==> config.mk <==
export PLATFORM = sky130hd
export DESIGN_NAME = axis_wrr_arbiter
export DESIGN_NICKNAME = d
export VERILOG_FILES = /design/src/rtl/axis_arb_pkg.sv /design/src/rtl/axis_skid_buf.sv /design/src/rtl/axis_wrr_arbiter.sv
export SDC_FILE = /design/constraint.sdc
export NUM_CORES = 1
export LEC_CHECK = 0
export CORE_ASPECT_RATIO = 0.7
export CORE_MARGIN = 4
export CORE_UTILIZATION = 45
export CTS_BUF_LIST = sky130_fd_sc_hd__clkbuf_2 sky130_fd_sc_hd__clkbuf_4 sky130_fd_sc_hd__clkbuf_8
export CTS_CLUSTER_DIAMETER = 100
export CTS_CLUSTER_SIZE = 16
export DETAILED_ROUTE_END_ITERATION = 8
export GPL_TIMING_DRIVEN = 0
export PLACE_DENSITY = 0.86
export SYNTH_ARGS = -nofsm -noshare
export SYNTH_HDL_FRONTEND = slang
export SYNTH_HIERARCHICAL = 1
export SYNTH_SLANG_ARGS = --single-unit
==> constraint.sdc <==
create_clock -name axis_aclk -period 3.1 [get_ports axis_aclk]
set_input_delay 0.93 -clock axis_aclk [delete_from_list [all_inputs] [get_ports axis_aclk]]
set_output_delay 0.93 -clock axis_aclk [all_outputs]
set_load 0.05 [all_outputs]
==> src/rtl/axis_arb_pkg.sv <==
// rtl/axis_arb_pkg.sv - shared state type, defaults and round-robin pick helper for axis_wrr_arbiter
package axis_arb_pkg;

  typedef enum logic {ST_IDLE, ST_GRANT} arb_state_t;

  localparam int DEF_DATA_W   = 32;
  localparam int DEF_WEIGHT_W = 4;
  localparam int MAX_SRC      = 8;

  // First set bit of valid at or after ptr, wrapping modulo n (n <= MAX_SRC).
  function automatic logic [2:0] rr_pick(input logic [MAX_SRC-1:0] valid,
                                         input logic [2:0]         ptr,
                                         input int unsigned        n);
    logic [2:0]  pick;
    logic        found;
    int unsigned idx;
    pick  = '0;
    found = 1'b0;
    for (int unsigned i = 0; i < MAX_SRC; i++) begin
      idx = (i + 32'(ptr)) % n;
      if (i < n && !found && valid[idx[2:0]]) begin
        pick  = idx[2:0];
        found = 1'b1;
      end
    end
    return pick;
  endfunction

endpackage

==> src/rtl/axis_skid_buf.sv <==
// rtl/axis_skid_buf.sv - 2-entry skid buffer with registered outputs; entry 0 drives the output
module axis_skid_buf #(
  parameter int DATA_W = 32,
  parameter int USER_W = 1
) (
  input  logic              clk,
  input  logic              rst_n,
  input  logic [DATA_W-1:0] in_data,
  input  logic [USER_W-1:0] in_user,
  input  logic              in_valid,
  output logic              in_ready,
  output logic [DATA_W-1:0] out_data,
  output logic [USER_W-1:0] out_user,
  output logic              out_valid,
  input  logic              out_ready
);

  logic [DATA_W-1:0] data0, data1;
  logic [USER_W-1:0] user0, user1;
  logic [1:0]        count;
  logic              push, pop;

  assign in_ready  = (count != 2'd2);
  assign out_valid = (count != 2'd0);
  assign out_data  = data0;
  assign out_user  = user0;
  assign push      = in_valid && in_ready;
  assign pop       = out_valid && out_ready;

  always_ff @(posedge clk or negedge rst_n) begin
    if (!rst_n) begin
      data0 <= '0;
      data1 <= '0;
      user0 <= '0;
      user1 <= '0;
      count <= 2'd0;
    end else if (pop && !push) begin
      data0 <= data1;
      user0 <= user1;
      count <= count - 2'd1;
    end else if (push && !pop) begin
      if (count == 2'd0) begin
        data0 <= in_data;
        user0 <= in_user;
      end else begin
        data1 <= in_data;
        user1 <= in_user;
      end
      count <= count + 2'd1;
    end else if (push && pop) begin
      // Only reachable with one entry held: the new beat replaces the departing head.
      data0 <= in_data;
      user0 <= in_user;
    end
  end

endmodule

==> src/rtl/axis_wrr_arbiter.sv <==
// rtl/axis_wrr_arbiter.sv - packet-atomic weighted round-robin AXI-Stream merger
// Optional ARB_TID_EN adds m_axis_tid carrying the source index of each beat.
module axis_wrr_arbiter
  import axis_arb_pkg::*;
#(
  parameter int  NUM_SRC  = 4,
  parameter int  DATA_W   = DEF_DATA_W,
  parameter int  WEIGHT_W = DEF_WEIGHT_W,
  localparam int SRC_W    = $clog2(NUM_SRC)
) (
  input  logic                     axis_aclk,
  input  logic                     axis_aresetn,
`ifdef ARB_TID_EN
  output logic [SRC_W-1:0]         m_axis_tid,
`endif
  input  logic [NUM_SRC*DATA_W-1:0]   s_axis_tdata,
  input  logic [NUM_SRC-1:0]          s_axis_tvalid,
  input  logic [NUM_SRC-1:0]          s_axis_tlast,
  output logic [NUM_SRC-1:0]          s_axis_tready,
  input  logic [NUM_SRC*WEIGHT_W-1:0] cfg_weight,
  output logic [DATA_W-1:0]        m_axis_tdata,
  output logic                     m_axis_tvalid,
  output logic                     m_axis_tlast,
  input  logic                     m_axis_tready,
  output logic                     gnt_valid,
  output logic [SRC_W-1:0]         gnt_idx
);

`ifdef ARB_TID_EN
  localparam int USER_W = 1 + SRC_W;
`else
  localparam int USER_W = 1;
`endif

  arb_state_t          state, state_next;
  logic [SRC_W-1:0]    gnt, ptr, sel, ptr_after;
  logic [WEIGHT_W-1:0] wt, pkt_cnt, cfg_sel;
  logic                mid_pkt, accept, last_pkt, skid_ready;
  logic                src_valid, src_last;
  logic [DATA_W-1:0]   src_data;
  logic [MAX_SRC-1:0]  valid_pad;
  logic [USER_W-1:0]   skid_user_in, skid_user_out;

  always_comb begin
    valid_pad                = '0;
    valid_pad[NUM_SRC-1:0]   = s_axis_tvalid;
  end

  assign sel       = SRC_W'(rr_pick(valid_pad, 3'(ptr), NUM_SRC));
  assign cfg_sel   = cfg_weight[int'(sel)*WEIGHT_W +: WEIGHT_W];
  assign src_valid = s_axis_tvalid[gnt];
  assign src_last  = s_axis_tlast[gnt];
  assign src_data  = s_axis_tdata[int'(gnt)*DATA_W +: DATA_W];
  assign last_pkt  = ((pkt_cnt + WEIGHT_W'(1)) == wt);
  assign ptr_after = (gnt == SRC_W'(NUM_SRC - 1)) ? '0 : gnt + SRC_W'(1);

  always_ff @(posedge axis_aclk or negedge axis_aresetn) begin
    if (!axis_aresetn) state <= ST_IDLE;
    else               state <= state_next;
  end

  always_comb begin
    state_next = state;
    case (state)
      ST_IDLE:  if (|s_axis_tvalid) state_next = ST_GRANT;
      ST_GRANT: begin
        if (accept && src_last && last_pkt)  state_next = ST_IDLE;
        else if (!mid_pkt && !src_valid)     state_next = ST_IDLE;
      end
      default:  state_next = ST_IDLE;
    endcase
  end

  always_comb begin
    s_axis_tready = '0;
    accept        = 1'b0;
    if (state == ST_GRANT) begin
      s_axis_tready[gnt] = skid_ready;
      accept             = src_valid && skid_ready;
    end
    gnt_valid = (state == ST_GRANT);
    gnt_idx   = gnt;
  end

  // Weight is latched at grant time so mid-grant config changes wait for the next grant.
  always_ff @(posedge axis_aclk or negedge axis_aresetn) begin
    if (!axis_aresetn) begin
      gnt     <= '0;
      ptr     <= '0;
      wt      <= '0;
      pkt_cnt <= '0;
      mid_pkt <= 1'b0;
    end else begin
      if (state == ST_IDLE && |s_axis_tvalid) begin
        gnt     <= sel;
        pkt_cnt <= '0;
        mid_pkt <= 1'b0;
        wt      <= (cfg_sel == '0) ? WEIGHT_W'(1) : cfg_sel;
      end
      if (accept) begin
        mid_pkt <= !src_last;
        if (src_last && !last_pkt) pkt_cnt <= pkt_cnt + WEIGHT_W'(1);
      end
      if (state == ST_GRANT && state_next == ST_IDLE) ptr <= ptr_after;
    end
  end

`ifdef ARB_TID_EN
  assign skid_user_in = {gnt, src_last};
  assign m_axis_tid   = skid_user_out[USER_W-1:1];
`else
  assign skid_user_in = src_last;
`endif
  assign m_axis_tlast = skid_user_out[0];

  axis_skid_buf #(
    .DATA_W (DATA_W),
    .USER_W (USER_W)
  ) u_skid (
    .clk       (axis_aclk),
    .rst_n     (axis_aresetn),
    .in_data   (src_data),
    .in_user   (skid_user_in),
    .in_valid  (accept),
    .in_ready  (skid_ready),
    .out_data  (m_axis_tdata),
    .out_user  (skid_user_out),
    .out_valid (m_axis_tvalid),
    .out_ready (m_axis_tready)
  );

endmodule

# Word-level counts from Yosys, hierarchy flattened
# Index checks and enable logic that the tools add are counted.
# word_totals
regBits	82
word_cells	113
# op_classes
n_addsub	7
magnitude_cmp	6
n_eq_ne	4
shift	2
mux	44
n_bitwise	5
reduce_logical	34
# ops
cell	n
two-way mux 32 bit	4
variable part select 128 x 8 -> 32 bit	1
two-way mux 1 bit	20
two-way mux 4 bit	5
logical AND 1 bit	16
< comparator 2 x 4 -> 1 bit, second input constant	4
variable part select 16 x 5 -> 4 bit	1
two-way mux 2 bit	7
binary-select mux 1 bit (select 2 bit)	6
logical NOT 1 bit	9
nonzero test 2 bit	3
adder 2 x 1 -> 2 bit, second input constant	2
adder 2 bit, first input constant	2
adder 4 x 1 -> 4 bit, second input constant	1
AND 4 bit	1
equality test 4 bit	1
logical NOT 4 bit	1
inverter 1 bit	4
OR reduction 4 bit	1
< comparator 2 x 3 -> 1 bit, second input constant	1
inequality test 3 x 2 -> 1 bit, second input constant	1
AND reduction 3 bit	1
nonzero test 3 bit	1
adder 1 x 2 -> 2 bit, first input constant	1
8 further kinds	8

# Depth between registers and ports, before layout
# depth
ltp_word	15
mapped_depth	11

# Cells and area by module
# The synthesis kept the hierarchy.
# by_module_without_submodules
module	n_inst	cells_each	area_each_um2	seq_area_each_um2
axis_skid_buf	1	192	3019.1	1701.6
axis_wrr_arbiter	1	138	1801.7	350.3

# Worst setup path before layout
# Ideal clock, no wire load.
# synth_timing
path_type	in2reg
from	in s_axis_tvalid[3]
to	reg u_skid.data0[13] (netlist: u_skid/out_data[13])
setup_time_ps	125
t_arrival_ps	3021
required_time_ps	2975
slack_ps	-46
stages	9
cell_sequence	mux4_2 > and3_1 > buf_6 > nand2_1 > ha_1 > buf_4 > clkbuf_1 > mux2_2 > mux2_2
# synth_via
elab_chain_len	9
elab_cells_between_ends	14
# synth_rtl
element	line	text
start: declaration	axis_wrr_arbiter.sv:17	input logic [NUM_SRC-1:0] s_axis_tvalid,
binary-select mux 1 bit (select 2 bit) (*)	axis_wrr_arbiter.sv:51	assign src_valid = s_axis_tvalid[gnt];
two-way mux 1 bit (not written as such) (*)	axis_wrr_arbiter.sv:51	
logical AND 1 bit (*)	axis_wrr_arbiter.sv:79	accept = src_valid && skid_ready;
two-way mux 1 bit (*)	axis_wrr_arbiter.sv:77	if (state == ST_GRANT) begin
net accept	axis_wrr_arbiter.sv:38	logic mid_pkt, accept, last_pkt, skid_ready;
logical AND 1 bit (*)	axis_skid_buf.sv:27	assign push = in_valid && in_ready;
logical NOT 1 bit	axis_skid_buf.sv:37	end else if (pop && !push) begin
logical AND 1 bit	axis_skid_buf.sv:37	
inequality test 3 x 2 -> 1 bit (no line) or nonzero test 3 bit (tied branches)	n/a	
AND reduction 2 bit (no line)	n/a	
end signal: assignment	axis_skid_buf.sv:38	data0 <= data1;
end signal: assignment	axis_skid_buf.sv:43	data0 <= in_data;
end signal: assignment	axis_skid_buf.sv:52	data0 <= in_data;
end: declaration	axis_skid_buf.sv:18	logic [DATA_W-1:0] data0, data1;
# Mark *: on every way through the listed nets, which the timed path passes. The rest lies on a longest branch. The select of a mux whose other input is x is not followed.
# A chain may end at the register's enable or synchronous reset.

# Worst setup path after layout
# layout_timing
from	in s_axis_tvalid[0]
to	reg u_skid.data0[26] (netlist: u_skid/out_data[26])
# The elaborated chain is that of the path after synthesis.

==> impl_metrics.py <==
metrics = {
    "routing": {
        "drc": 0,
        "drt.antenna.violating_nets": 0,
        "wl_per_cell_um": 18.76,
        "drtIter0Drc": 169,
        "via_per_inst": 5.322,
        "drt_wl_total_mm": 12.76,
        "vias": 3619,
        "drtPass1Iterations": 4,
    },
    "worst_setup_path": {
        "start_kind": "input pin",
        "critPathCaptureType": "flip-flop",
        "rrSetupSlack_ns": 0.32,
        "r2r_cells": 10,
        "r2r-start": "gnt_idx[0]",
        "path_max_fanout": 10,
        "worst_ep_required_time_ns": 3.34,
        "r2r-end": "u_skid/out_data[26]",
        "criticalPathCategory": "input pin to flip-flop",
        "cp.arrival_ns": 3.28,
    },
    "sta": {
        "hold_viol_final": 0,
        "layout_setup_ws_ns": 0.06202,
        "setup_viol": 0,
        "rsz0062_at_grt": "no",
        "min_period_ns": 3.038,
        "drv_slew": 0,
        "tightestPinTransition_ns": 0.7627,
        "fin_hold_ws_ns": 0.4971,
        "clock.fmax_mhz": 329.2,
        "slew_headroom_pct": 48.88,
        "fin_skew_ns": 0.01070,
        "finalCritPeriodShare_pct": 98.00,
    },
    "final_layout": {
        "drive_gt1_share_pct": 34.67,
        "nets": 705,
        "diodes": 0,
        "fin_area_um2": 7259,
        "syn_to_final_growth_pct": 50.58,
    },
    "place": {
        "place_ws_ns": -0.7333,
        "place_congestion": 0.8276,
        "dp_hpwl_mm": 10.11,
        "dpl_cell_area_um2": 6964,
        "port_buffers": 195,
    },
    "grt": {
        "antenna_found_initial": 0,
        "gr-total-overflow": 0,
        "grt_max_degree": 54,
        "grt_pass1_vias": 4052,
        "grt_pass1_wl_mm": 20.78,
        "grt_use_total_pct": 21.26,
    },
    "worst_hold_path": {
        "hp-start": "u_skid/out_data[6]",
        "holdPathStages": 1,
        "whs_endpoint": "u_skid/out_data[6]",
        "min_path_type": "flip-flop to flip-flop",
    },
    "clock_tree": {
        "clockBufferDepth": 2,
        "clockRootBuffer": "clkbuf_8",
        "cts_buffers": 9,
        "clk_latency_ns": 0.35,
        "clkTransAtPathRegs_ns": 0.08,
        "cts_hold_buf": 0,
        "htreeDepth": 3,
        "clkSinkCount": 82,
        "tritoncts": "yes",
    },
    "logic_synthesis": {
        "ys_seq_elements": 82,
        "synth.distinct_cells": 41,
        "syn_avg_cell_area_um2": 14.61,
        "yosys_warnings": 6,
        "synth_edf_count": 0,
        "synth_area_um2": 4821,
        "async_reset_ff_share_pct": 100.0,
        "ys.flop_type": "dfrtp_1",
        "seq_area_frac_synth_pct": 42.56,
        "synth_fp_nets": 492,
        "netlist_instances": 330,
    },
    "die": {
        "die_h_um": 94.60,
        "die_area_um2": 12460,
        "initial_core_util_pct": 46.38,
        "row_count": 31,
        "die_width_um": 131.7,
        "ios": 196,
        "core_um2": 10400,
    },
    "run_status": {
        "outcome": "complete, no violations",
    },
    "power_and_ir_drop": {
        "power_density_nw_per_um2": 1006,
        "power_uw": 7304,
        "peakVddDrop_mv": 0.4960,
        "leakage_uw": 0.002978,
    },
    "job": {
        "maxCapViolCount": 0,
    },
}
-- state kept, by name (all words and copies together) (netlist names) --
signal / flops
gnt_idx: 2
gnt_valid: 1
mid_pkt: 1
pkt_cnt: 4
ptr: 2
u_skid/count: 2
u_skid/data1: 32
u_skid/out_data: 32
u_skid/out_user: 1
u_skid/user1: 1
wt: 4
-- routing by layer --
| metal | part of all wire (%) | global-route usage (%) |
|---|---|---|
| met1 | 40 | 24.83 |
| met2 | 52 | 38.55 |
| met3 | 6.5 | 6.816 |
| met5 | 0 | 0 |
| met4 | 1.2 | 5.332 |
-- how the worst max path moves through the flow --
stage | end | cells after the start | slack (ns) | start
finish | u_skid/out_data[26] | 10 | 0.06 | s_axis_tvalid[0]
global route | u_skid/out_data[20] | 10 | 0.002 | s_axis_tvalid[0]
CTS | s_axis_tready[0] | 6 | -0.05 | gnt_idx[0]
detailed placement | u_skid/out_data[7] | 10 | -0.73 | s_axis_tvalid[0]
global placement | u_skid/data1[7] | 1 | -1.71 | axis_aresetn
floorplan | u_skid/out_data[6] | 9 | 0.09 | s_axis_tvalid[3]
-- through the flow --
| stage | utilization (%) | TNS, ns | instances |
|---|---|---|---|
| global route | 69.84 | 0 | 680 |
| detailed placement | 67.00 | -42.48 | 658 |
| floorplan | - | 0 | 330 |
| CTS | 69.46 | -0.04532 | 677 |
| finish | 69.84 | 0 | 680 |
| global placement | 66.75 | -175.66 | 657 |
-- cells in the final DEF (no fill, tap or decap), types with 2 or more instances in the layout --
cell | netlist | final
clkdlybuf4s50_1 | 0 | 187
mux2_2 | 103 | 103
dfrtp_1 | 82 | 82
mux4_2 | 33 | 33
buf_4 | 4 | 11
mux2i_1 | 11 | 11
clkbuf_8 | 0 | 11
nand2_1 | 10 | 10
buf_6 | 5 | 7
nor2_1 | 7 | 7
ha_1 | 7 | 7
inv_1 | 6 | 6
and3_1 | 6 | 6
o21ai_0 | 5 | 5
dlygate4sd2_1 | 0 | 5
clkbuf_4 | 0 | 4
xnor2_1 | 4 | 4
xor2_1 | 4 | 4
clkbuf_1 | 4 | 3
a21oi_1 | 3 | 3
o21a_1 | 3 | 3
buf_2 | 6 | 2
nor2_2 | 2 | 2
nand2b_1 | 2 | 2
and2_1 | 2 | 2
buf_8 | 0 | 2
mux2_1 | 2 | 2
-- critical path: stages --
cell and delay [ns]:
dlygate4sd2_1 0.30, mux4_2 0.50, and3_1 0.22, buf_6 0.14, nand2_1 0.08, ha_1 0.16, buf_6 0.17, buf_8 0.16
mux2_2 0.35, mux2_2 0.26
-- kinds of logic (layout without fill, tap and decap cells) --
| family | count (synthesis) | in the layout | share of synthesized area [%] |
|---|---|---|---|
| adders and majority gates | 7 | 7 | 1.817 |
| DFF | 82 | 82 | 42.56 |
| muxes | 152 | 152 | 43.55 |
| buffers and inverters | 26 | 244 | 3.270 |
| xor gates and xnor gates | 9 | 9 | 1.920 |
| AOI/OAI and AO/OA | 18 | 18 | 2.596 |
| and+or+nand+nor | 36 | 36 | 4.283 |
-- final cells by class --
type                       instances  area, um^2
fill                             757        3136
inverter                           6       22.52
clock inverter                     2       35.03
multi-input combinational        222        2611
sequential                        82        2052
timing repair buffer             202        2012
clock buffer                      14       173.9
buffer                            20       187.7
tap                              132       165.2
-- cells in the mapped netlist (2+ instances only) --
| library cell | number | area [um^2] |
|---|---|---|
| mux2_1 | 2 | 22.52 |
| and3_1 | 6 | 37.54 |
| mux2_2 | 103 | 1160 |
| xnor2_1 | 4 | 35.03 |
| dfrtp_1 | 82 | 2052 |
| xor2_1 | 4 | 35.03 |
| nand2b_1 | 2 | 12.51 |
| buf_6 | 5 | 56.30 |
| mux2i_1 | 11 | 110.1 |
| nand2_1 | 10 | 37.54 |
| buf_2 | 6 | 30.03 |
| mux4_2 | 33 | 743.2 |
| o21ai_0 | 5 | 25.02 |
| nor2_1 | 7 | 26.28 |
| buf_4 | 4 | 30.03 |
| a21oi_1 | 3 | 15.01 |
| inv_1 | 6 | 22.52 |
| ha_1 | 7 | 87.58 |
| o21a_1 | 3 | 22.52 |
| clkbuf_1 | 4 | 15.01 |
| and2_1 | 2 | 12.51 |
| nor2_2 | 2 | 12.51 |
-- report_power, final --
group	switching [uW]	leakage (uW)	internal (uW)	total (uW)
clock	365	0.000111	443	808
sequential	320	0.000992	1610	1930
combinational	2300	0.00188	2260	4560
-- timing repair --
action / 4_1_cts / 5_1_grt
gates resized for setup: 19 / 8
buffers inserted: 3 / 3
pin swaps: 1 / 0
cloned: 0 / 0
endpoints found under the setup margin: 68 / 29
No activity file was read; power rests on OpenSTA's default activity.
